$ cat src/rtl/pll_div_lock_seq_pkg.sv
// pll_div_lock_seq_pkg: shared FSM state type, defaults and divider legality check
package pll_div_lock_seq_pkg;
  localparam int DIV_W_DEFAULT = 7;
  typedef enum logic [1:0] {IDLE, COUNT, LOCKED} pll_state_e;
  function automatic logic div_is_legal(input int unsigned n);
    return n inside {2, 3, 4, 5, 6, 8, 10, 12, 16, 20, 24, 32, 40, 48, 64};
  endfunction
endpackage

$ cat src/rtl/pll_div_lock_seq_if.sv
// pll_div_lock_seq_if: enable/config inputs and divided-clock/status outputs of the lock sequencer
interface pll_div_lock_seq_if import pll_div_lock_seq_pkg::*; #(
  parameter int NUM_OUT = 4,
  parameter int DIV_W = DIV_W_DEFAULT
);
  logic                       pll_en;
  logic [NUM_OUT*DIV_W-1:0]   div_val;
  logic [NUM_OUT-1:0]         clk_out_en;
  logic [NUM_OUT-1:0]         clk_out;
  logic                       lock;
  logic                       cfg_err;
  modport master (output pll_en, div_val, clk_out_en, input clk_out, lock, cfg_err);
  modport slave (input pll_en, div_val, clk_out_en, output clk_out, lock, cfg_err);
endinterface

$ cat src/rtl/pll_div_lock_seq_chan.sv
// pll_div_lock_seq_chan: one output divider with latched ratio, phase counter and glitch-free enable
module pll_div_lock_seq_chan import pll_div_lock_seq_pkg::*; #(
  parameter int DIV_W = DIV_W_DEFAULT
) (
  input  logic             clk_in,
  input  logic             rst_n,
  input  logic             clr,
  input  logic             load,
  input  logic             adv,
  input  logic [DIV_W-1:0] div_in,
  input  logic             en_in,
  output logic             illegal,
  output logic             clk_out
);
  logic [DIV_W-1:0] n_q, n_d, cnt_q, cnt_d;
  logic             en_q, en_d, wrap;
  // enable only reloads at a counter wrap, which is always a rising boundary
  always_comb begin
    illegal = !div_is_legal(32'(div_in));
    wrap = adv && cnt_q == n_q - DIV_W'(1);
    n_d = clr ? '0 : load ? (illegal ? DIV_W'(2) : div_in) : n_q;
    cnt_d = (clr || load || wrap) ? '0 : adv ? cnt_q + DIV_W'(1) : cnt_q;
    en_d = clr ? 1'b0 : (load || wrap) ? en_in : en_q;
  end
  always_ff @(posedge clk_in or negedge rst_n)
    if (!rst_n) begin
      {n_q, cnt_q, en_q, clk_out} <= '0;
    end else begin
      n_q <= n_d;
      cnt_q <= cnt_d;
      en_q <= en_d;
      clk_out <= en_d && cnt_d < (n_d >> 1);
    end
endmodule

$ cat src/rtl/pll_div_lock_seq.sv
// pll_div_lock_seq: lock-time sequencer driving phase-aligned programmable output dividers
module pll_div_lock_seq import pll_div_lock_seq_pkg::*; #(
  parameter int    NUM_OUT = 4,
  parameter int    DIV_W = DIV_W_DEFAULT,
  parameter int    LOCK_CYCLES = 1024,
  parameter string DIVIDE_CLK_IN_BY_2 = "FALSE"
) (
  input logic               clk_in,
  input logic               rst_n,
  pll_div_lock_seq_if.slave bus
);
  localparam int CNT_W = $clog2(LOCK_CYCLES + 1);
  localparam bit PREDIV = DIVIDE_CLK_IN_BY_2 == "TRUE";
  pll_state_e         state;
  logic [CNT_W-1:0]   lock_cnt;
  logic               tog, lock_q, cfg_q, lock_edge, adv;
  logic [NUM_OUT-1:0] illegal;
  assign lock_edge = bus.pll_en && state == COUNT && lock_cnt == CNT_W'(LOCK_CYCLES - 1);
  assign adv = bus.pll_en && state == LOCKED && (!PREDIV || tog);
  assign bus.lock = lock_q;
  assign bus.cfg_err = cfg_q;
  // tog is set on the lock edge so the first pre-divided advance is the following edge
  always_ff @(posedge clk_in or negedge rst_n)
    if (!rst_n) begin
      state <= IDLE;
      lock_cnt <= '0;
      lock_q <= 1'b0;
      tog <= 1'b0;
      cfg_q <= 1'b0;
    end else if (!bus.pll_en) begin
      state <= IDLE;
      lock_cnt <= '0;
      lock_q <= 1'b0;
      tog <= 1'b0;
    end else begin
      case (state)
        IDLE: begin
          state <= COUNT;
          lock_cnt <= CNT_W'(1);
        end
        COUNT: begin
          lock_cnt <= lock_cnt + CNT_W'(1);
          if (lock_edge) begin
            state <= LOCKED;
            lock_q <= 1'b1;
            tog <= 1'b1;
            cfg_q <= cfg_q || |illegal;
          end
        end
        default: tog <= ~tog;
      endcase
    end
  for (genvar i = 0; i < NUM_OUT; i++) begin : g_chan
    pll_div_lock_seq_chan #(.DIV_W(DIV_W)) u_chan (
      .clk_in  (clk_in),
      .rst_n   (rst_n),
      .clr     (!bus.pll_en),
      .load    (lock_edge),
      .adv     (adv),
      .div_in  (bus.div_val[i*DIV_W +: DIV_W]),
      .en_in   (bus.clk_out_en[i]),
      .illegal (illegal[i]),
      .clk_out (bus.clk_out[i])
    );
  end
endmodule
$ cat src/flat_wrapper.sv
// flat-port wrapper written by rule: the top's interface ports become plain ports
module pll_div_lock_seq_flat import pll_div_lock_seq_pkg::*;
#(
  parameter int    NUM_OUT = 4,
  parameter int    DIV_W = DIV_W_DEFAULT,
  parameter int    LOCK_CYCLES = 1024,
  parameter string DIVIDE_CLK_IN_BY_2 = "     "
)
  (clk_in, rst_n, bus_pll_en, bus_div_val, bus_clk_out_en, bus_clk_out, bus_lock, bus_cfg_err);
  pll_div_lock_seq_if #(.NUM_OUT(NUM_OUT), .DIV_W(DIV_W)) bus_i ();
  input logic clk_in;
  input logic rst_n;
  input wire logic [$bits(bus_i.pll_en)-1:0] bus_pll_en;
  input wire logic [$bits(bus_i.div_val)-1:0] bus_div_val;
  input wire logic [$bits(bus_i.clk_out_en)-1:0] bus_clk_out_en;
  output wire logic [$bits(bus_i.clk_out)-1:0] bus_clk_out;
  output wire logic [$bits(bus_i.lock)-1:0] bus_lock;
  output wire logic [$bits(bus_i.cfg_err)-1:0] bus_cfg_err;
  assign bus_i.pll_en = bus_pll_en;
  assign bus_i.div_val = bus_div_val;
  assign bus_i.clk_out_en = bus_clk_out_en;
  assign bus_clk_out = bus_i.clk_out;
  assign bus_lock = bus_i.lock;
  assign bus_cfg_err = bus_i.cfg_err;
  pll_div_lock_seq #(.NUM_OUT(NUM_OUT), .DIV_W(DIV_W), .LOCK_CYCLES(LOCK_CYCLES), .DIVIDE_CLK_IN_BY_2(DIVIDE_CLK_IN_BY_2)) u_core (.clk_in(clk_in), .rst_n(rst_n), .bus(bus_i));
endmodule
$ cat config.mk
export PLATFORM = sky130hd
export DESIGN_NAME = pll_div_lock_seq_flat
export DESIGN_NICKNAME = d
export VERILOG_FILES = /design/src/rtl/pll_div_lock_seq_pkg.sv /design/src/rtl/pll_div_lock_seq_if.sv /design/src/rtl/pll_div_lock_seq_chan.sv /design/src/rtl/pll_div_lock_seq.sv /design/src/flat_wrapper.sv
export SDC_FILE = /design/constraint.sdc
export NUM_CORES = 1
export LEC_CHECK = 0
export ABC_AREA = 0
export CORE_MARGIN = 4
export CORE_UTILIZATION = 64
export CTS_BUF_LIST = sky130_fd_sc_hd__clkbuf_4 sky130_fd_sc_hd__clkbuf_8 sky130_fd_sc_hd__clkbuf_16
export DETAILED_ROUTE_END_ITERATION = 12
export GPL_ROUTABILITY_DRIVEN = 0
export GPL_TIMING_DRIVEN = 0
export PLACE_DENSITY = 0.84
export SKIP_CTS_REPAIR_TIMING = 1
export SLEW_MARGIN = 20
export SYNTH_ARGS = -nofsm -noshare
export SYNTH_HDL_FRONTEND = slang
export SYNTH_SLANG_ARGS = --single-unit
$ cat constraint.sdc
create_clock -name clk_in -period 6 [get_ports clk_in]
set_input_delay 1.5 -clock clk_in [delete_from_list [all_inputs] [get_ports clk_in]]
set_output_delay 1.5 -clock clk_in [all_outputs]
set_load 0.02 [all_outputs]
==> impl_metrics.yaml <==
status:
  status: "finished, final reports clean"
synth:
  syn_area_per_cell_um2: 9.13
  syn_area_mm2: 0.00512
  yosysMostFrequentCell: "dfrtp_1"
  ys_async_sr_fraction: 1.00
  synth_cells: 561
  ys_warn_count: 0
  synthFlopType: "dfrtp_1"
  ys_seq_elements: 79
  synth.area.top_cells: "dfrtp_1, ha_1, xnor2_1, xor2_1, nand2_1"
  synth_top_area_share: 0.386
  synth_fp_nets: 625
  synth_cell_types: 63
  ys_top_cells_by_count: "dfrtp_1, nand2_1, nor2_1"
  synth-edff-count: 0
  synth_top_cell_by_area: "dfrtp_1"
  yosysSeqAreaShare: 0.386
clocking:
  clock_sinks: 79
  ctsRootBufferMaster: "clkbuf_8"
  cts_buffers: 9
  cts_tree: "done"
  htree_levels: 3
  clock_latency_ns: 0.36
  clk_path_buf_depth: 2
  clkTransAtPathRegs_ns: 0.09
grt:
  grt_pass1_vias: 4528
  grt_pass1_wl_mm: 21.1
  grt_max_degree: 44
  antenna_found_initial: 0
  overflow: 0
  grtUsageTotal: 0.268
power_and_ir_drop:
  p_per_area_mw_per_mm2: 175
  p_leak_nw: 2.67
  ir_worst_vdd_uv: 119
setup_path:
  cp-start-kind: "primary input"
  cp.required_ns: 6.23
  reg2reg_depth: 14
  end_kind: "flop"
  path_class: "in2reg"
  r2r_start: "u_core.lock_cnt[0]$_DFFE_PN0P_"
  rrSetupSlack_ns: 2.21
  cp_max_fo: 10
  arrival_ns: 4.74
  r2r_end: "u_core.g_chan[2].u_chan.clk_out$_DFF_PN0_"
die:
  core_area_mm2: 0.00777
  dieArea_mm2: 0.00950
  pin_count: 41
  die_y_um: 97.5
  initial_core_util: 0.659
  rows: 32
  die_x_um: 97.5
timing:
  tns_ns: 0
  clock_skew_ns: 0.0113
  slew_viol_final: 0
  tightest_slew_ns: 0.535
  finalSetupViolations: 0
  rsz0062_at_grt: "false"
  slew_headroom: 0.641
  period_share: 0.751
  timing.fmax_mhz: 222
  hold_violations: 0
  period_needed_ns: 4.51
routing:
  ant_nets: 0
  firstDrtPassIters: 4
  detail_route.iter0.violations: 241
  drt-total-wl_mm: 12.5
  drc_errors: 0
  viasPerCell: 6.30
  vias: 4530
  post_drt_wl_per_cell_um: 17.4
min_path:
  hold_end: "u_core.bus.cfg_err$_DFFE_PN0P_"
  hold_class: "reg2reg"
  whs_path_depth: 1
  hp-start: "u_core.bus.cfg_err$_DFFE_PN0P_"
layout:
  post-route-util: 0.755
  drive_gt1_frac: 0.0843
  fillers: 555
  areaGrowthSynthToFinish_pct: 14.5
  layout.nets: 676
  n_antenna_cell: 0
job:
  max_cap_viol_count: 0
place:
  place_hpwl_mm: 9.43
  port_buffers: 39
-- power by group --
group | leakage [nW] | switching, mW | total [mW] | internal [mW]
clock | 0.103 | 0.208 | 0.413 | 0.206
combinational | 1.47 | 0.0474 | 0.0803 | 0.0329
sequential | 1.10 | 0.00157 | 0.535 | 0.533
total | 2.67 | 0.257 | 1.03 | 0.772
-- registers in the layout, summed over array words and instances (netlist names) --
signal	count
u_core.g_chan.u_chan.cnt_q	28
u_core.bus.lock	1
u_core.bus.cfg_err	1
u_core.g_chan.u_chan.n_q	28
u_core.lock_cnt	11
u_core.state	2
u_core.g_chan.u_chan.clk_out	4
u_core.g_chan.u_chan.en_q	4
-- metrics by stage --
step           worst slack [ns]  total power [mW]  hold WS (ns)  instance area [um^2]  cells
6_report                   1.49              1.03         0.478                  5860    719
5_1_grt                    1.30              1.06         0.517                  5860    719
4_1_cts                    1.62              1.03         0.485                  5860    719
3_5_place_dp               1.25             0.625         0.460                  5660    703
3_3_place_gp              0.764             0.621         0.454                  5640    702
2_1_floorplan              1.92             0.572         0.451                  5120    561
-- cells in the final DEF, fill, tap and decap left out, drive strengths merged, types with 25 or more instances in the layout --
| cell | instances |
|---|---|
| o21ai | 34 |
| nand2 | 51 |
| inv | 32 |
| xor2 | 25 |
| dfrtp | 79 |
| ha | 29 |
| nor2 | 46 |
| xnor2 | 36 |
| clkdlybuf4s50 | 38 |
| a21oi | 31 |
-- layer usage --
layer  global-route usage  up-vias  part of all wire
li1                     -     2112                 -
met1                0.342     2230              0.43
met2                0.452      152              0.50
met3               0.0445       36             0.045
met4                0.105        0             0.029
met5                    0        -                 0
-- worst max-delay path: stages --
cell	delay, ns
buf_4	0.16
nand2_1	0.21
nor2_1	0.40
buf_2	0.38
clkbuf_1	0.45
nand2_1	0.13
xor2_1	0.16
nor2_1	0.16
ha_1	0.27
o21ai_0	0.17
or2_2	0.16
o21a_1	0.11
o221ai_1	0.14
nor3b_1	0.34
-- kinds of logic after synthesis --
group | count (synthesis) | synth area share
AND/OR/NAND/NOR | 200 | 0.207
buffers and inverters | 51 | 0.0471
multiplexers | 4 | 0.00855
flip-flops | 79 | 0.386
AO/OA/AOI/OAI | 137 | 0.176
adder cells (fa/ha/maj) | 29 | 0.0708
XOR/XNOR | 61 | 0.104
-- layout make-up --
cell class                 count  area [um^2]  share of cell area
timing repair buffer          40          408              0.0696
clock buffer                  10          138              0.0235
multi-input combinational    431         2900               0.495
tap                          102          128              0.0218
buffer                        20          125              0.0213
inverter                      31          116              0.0198
clock inverter                 6         68.8              0.0117
sequential                    79         1980               0.337
-- worst max-delay path by stage --
stage                          startpoint                                    endpoint  slack [ns]  cells after the start
final                          bus_pll_en   u_core.g_chan[2].u_chan.clk_out$_DFF_PN0_        1.49                     14
after global routing       bus_div_val[6]   u_core.g_chan[0].u_chan.clk_out$_DFF_PN0_        1.30                     13
after CTS                      bus_pll_en   u_core.g_chan[2].u_chan.clk_out$_DFF_PN0_        1.62                     14
after detailed placement  bus_div_val[27]   u_core.g_chan[3].u_chan.clk_out$_DFF_PN0_        1.25                     14
after global placement              rst_n  u_core.g_chan[3].u_chan.cnt_q[5]$_DFF_PN0_        0.76                      1
after floorplan                bus_pll_en   u_core.g_chan[0].u_chan.clk_out$_DFF_PN0_        1.92                     14
(Power assumes the default switching activity.)
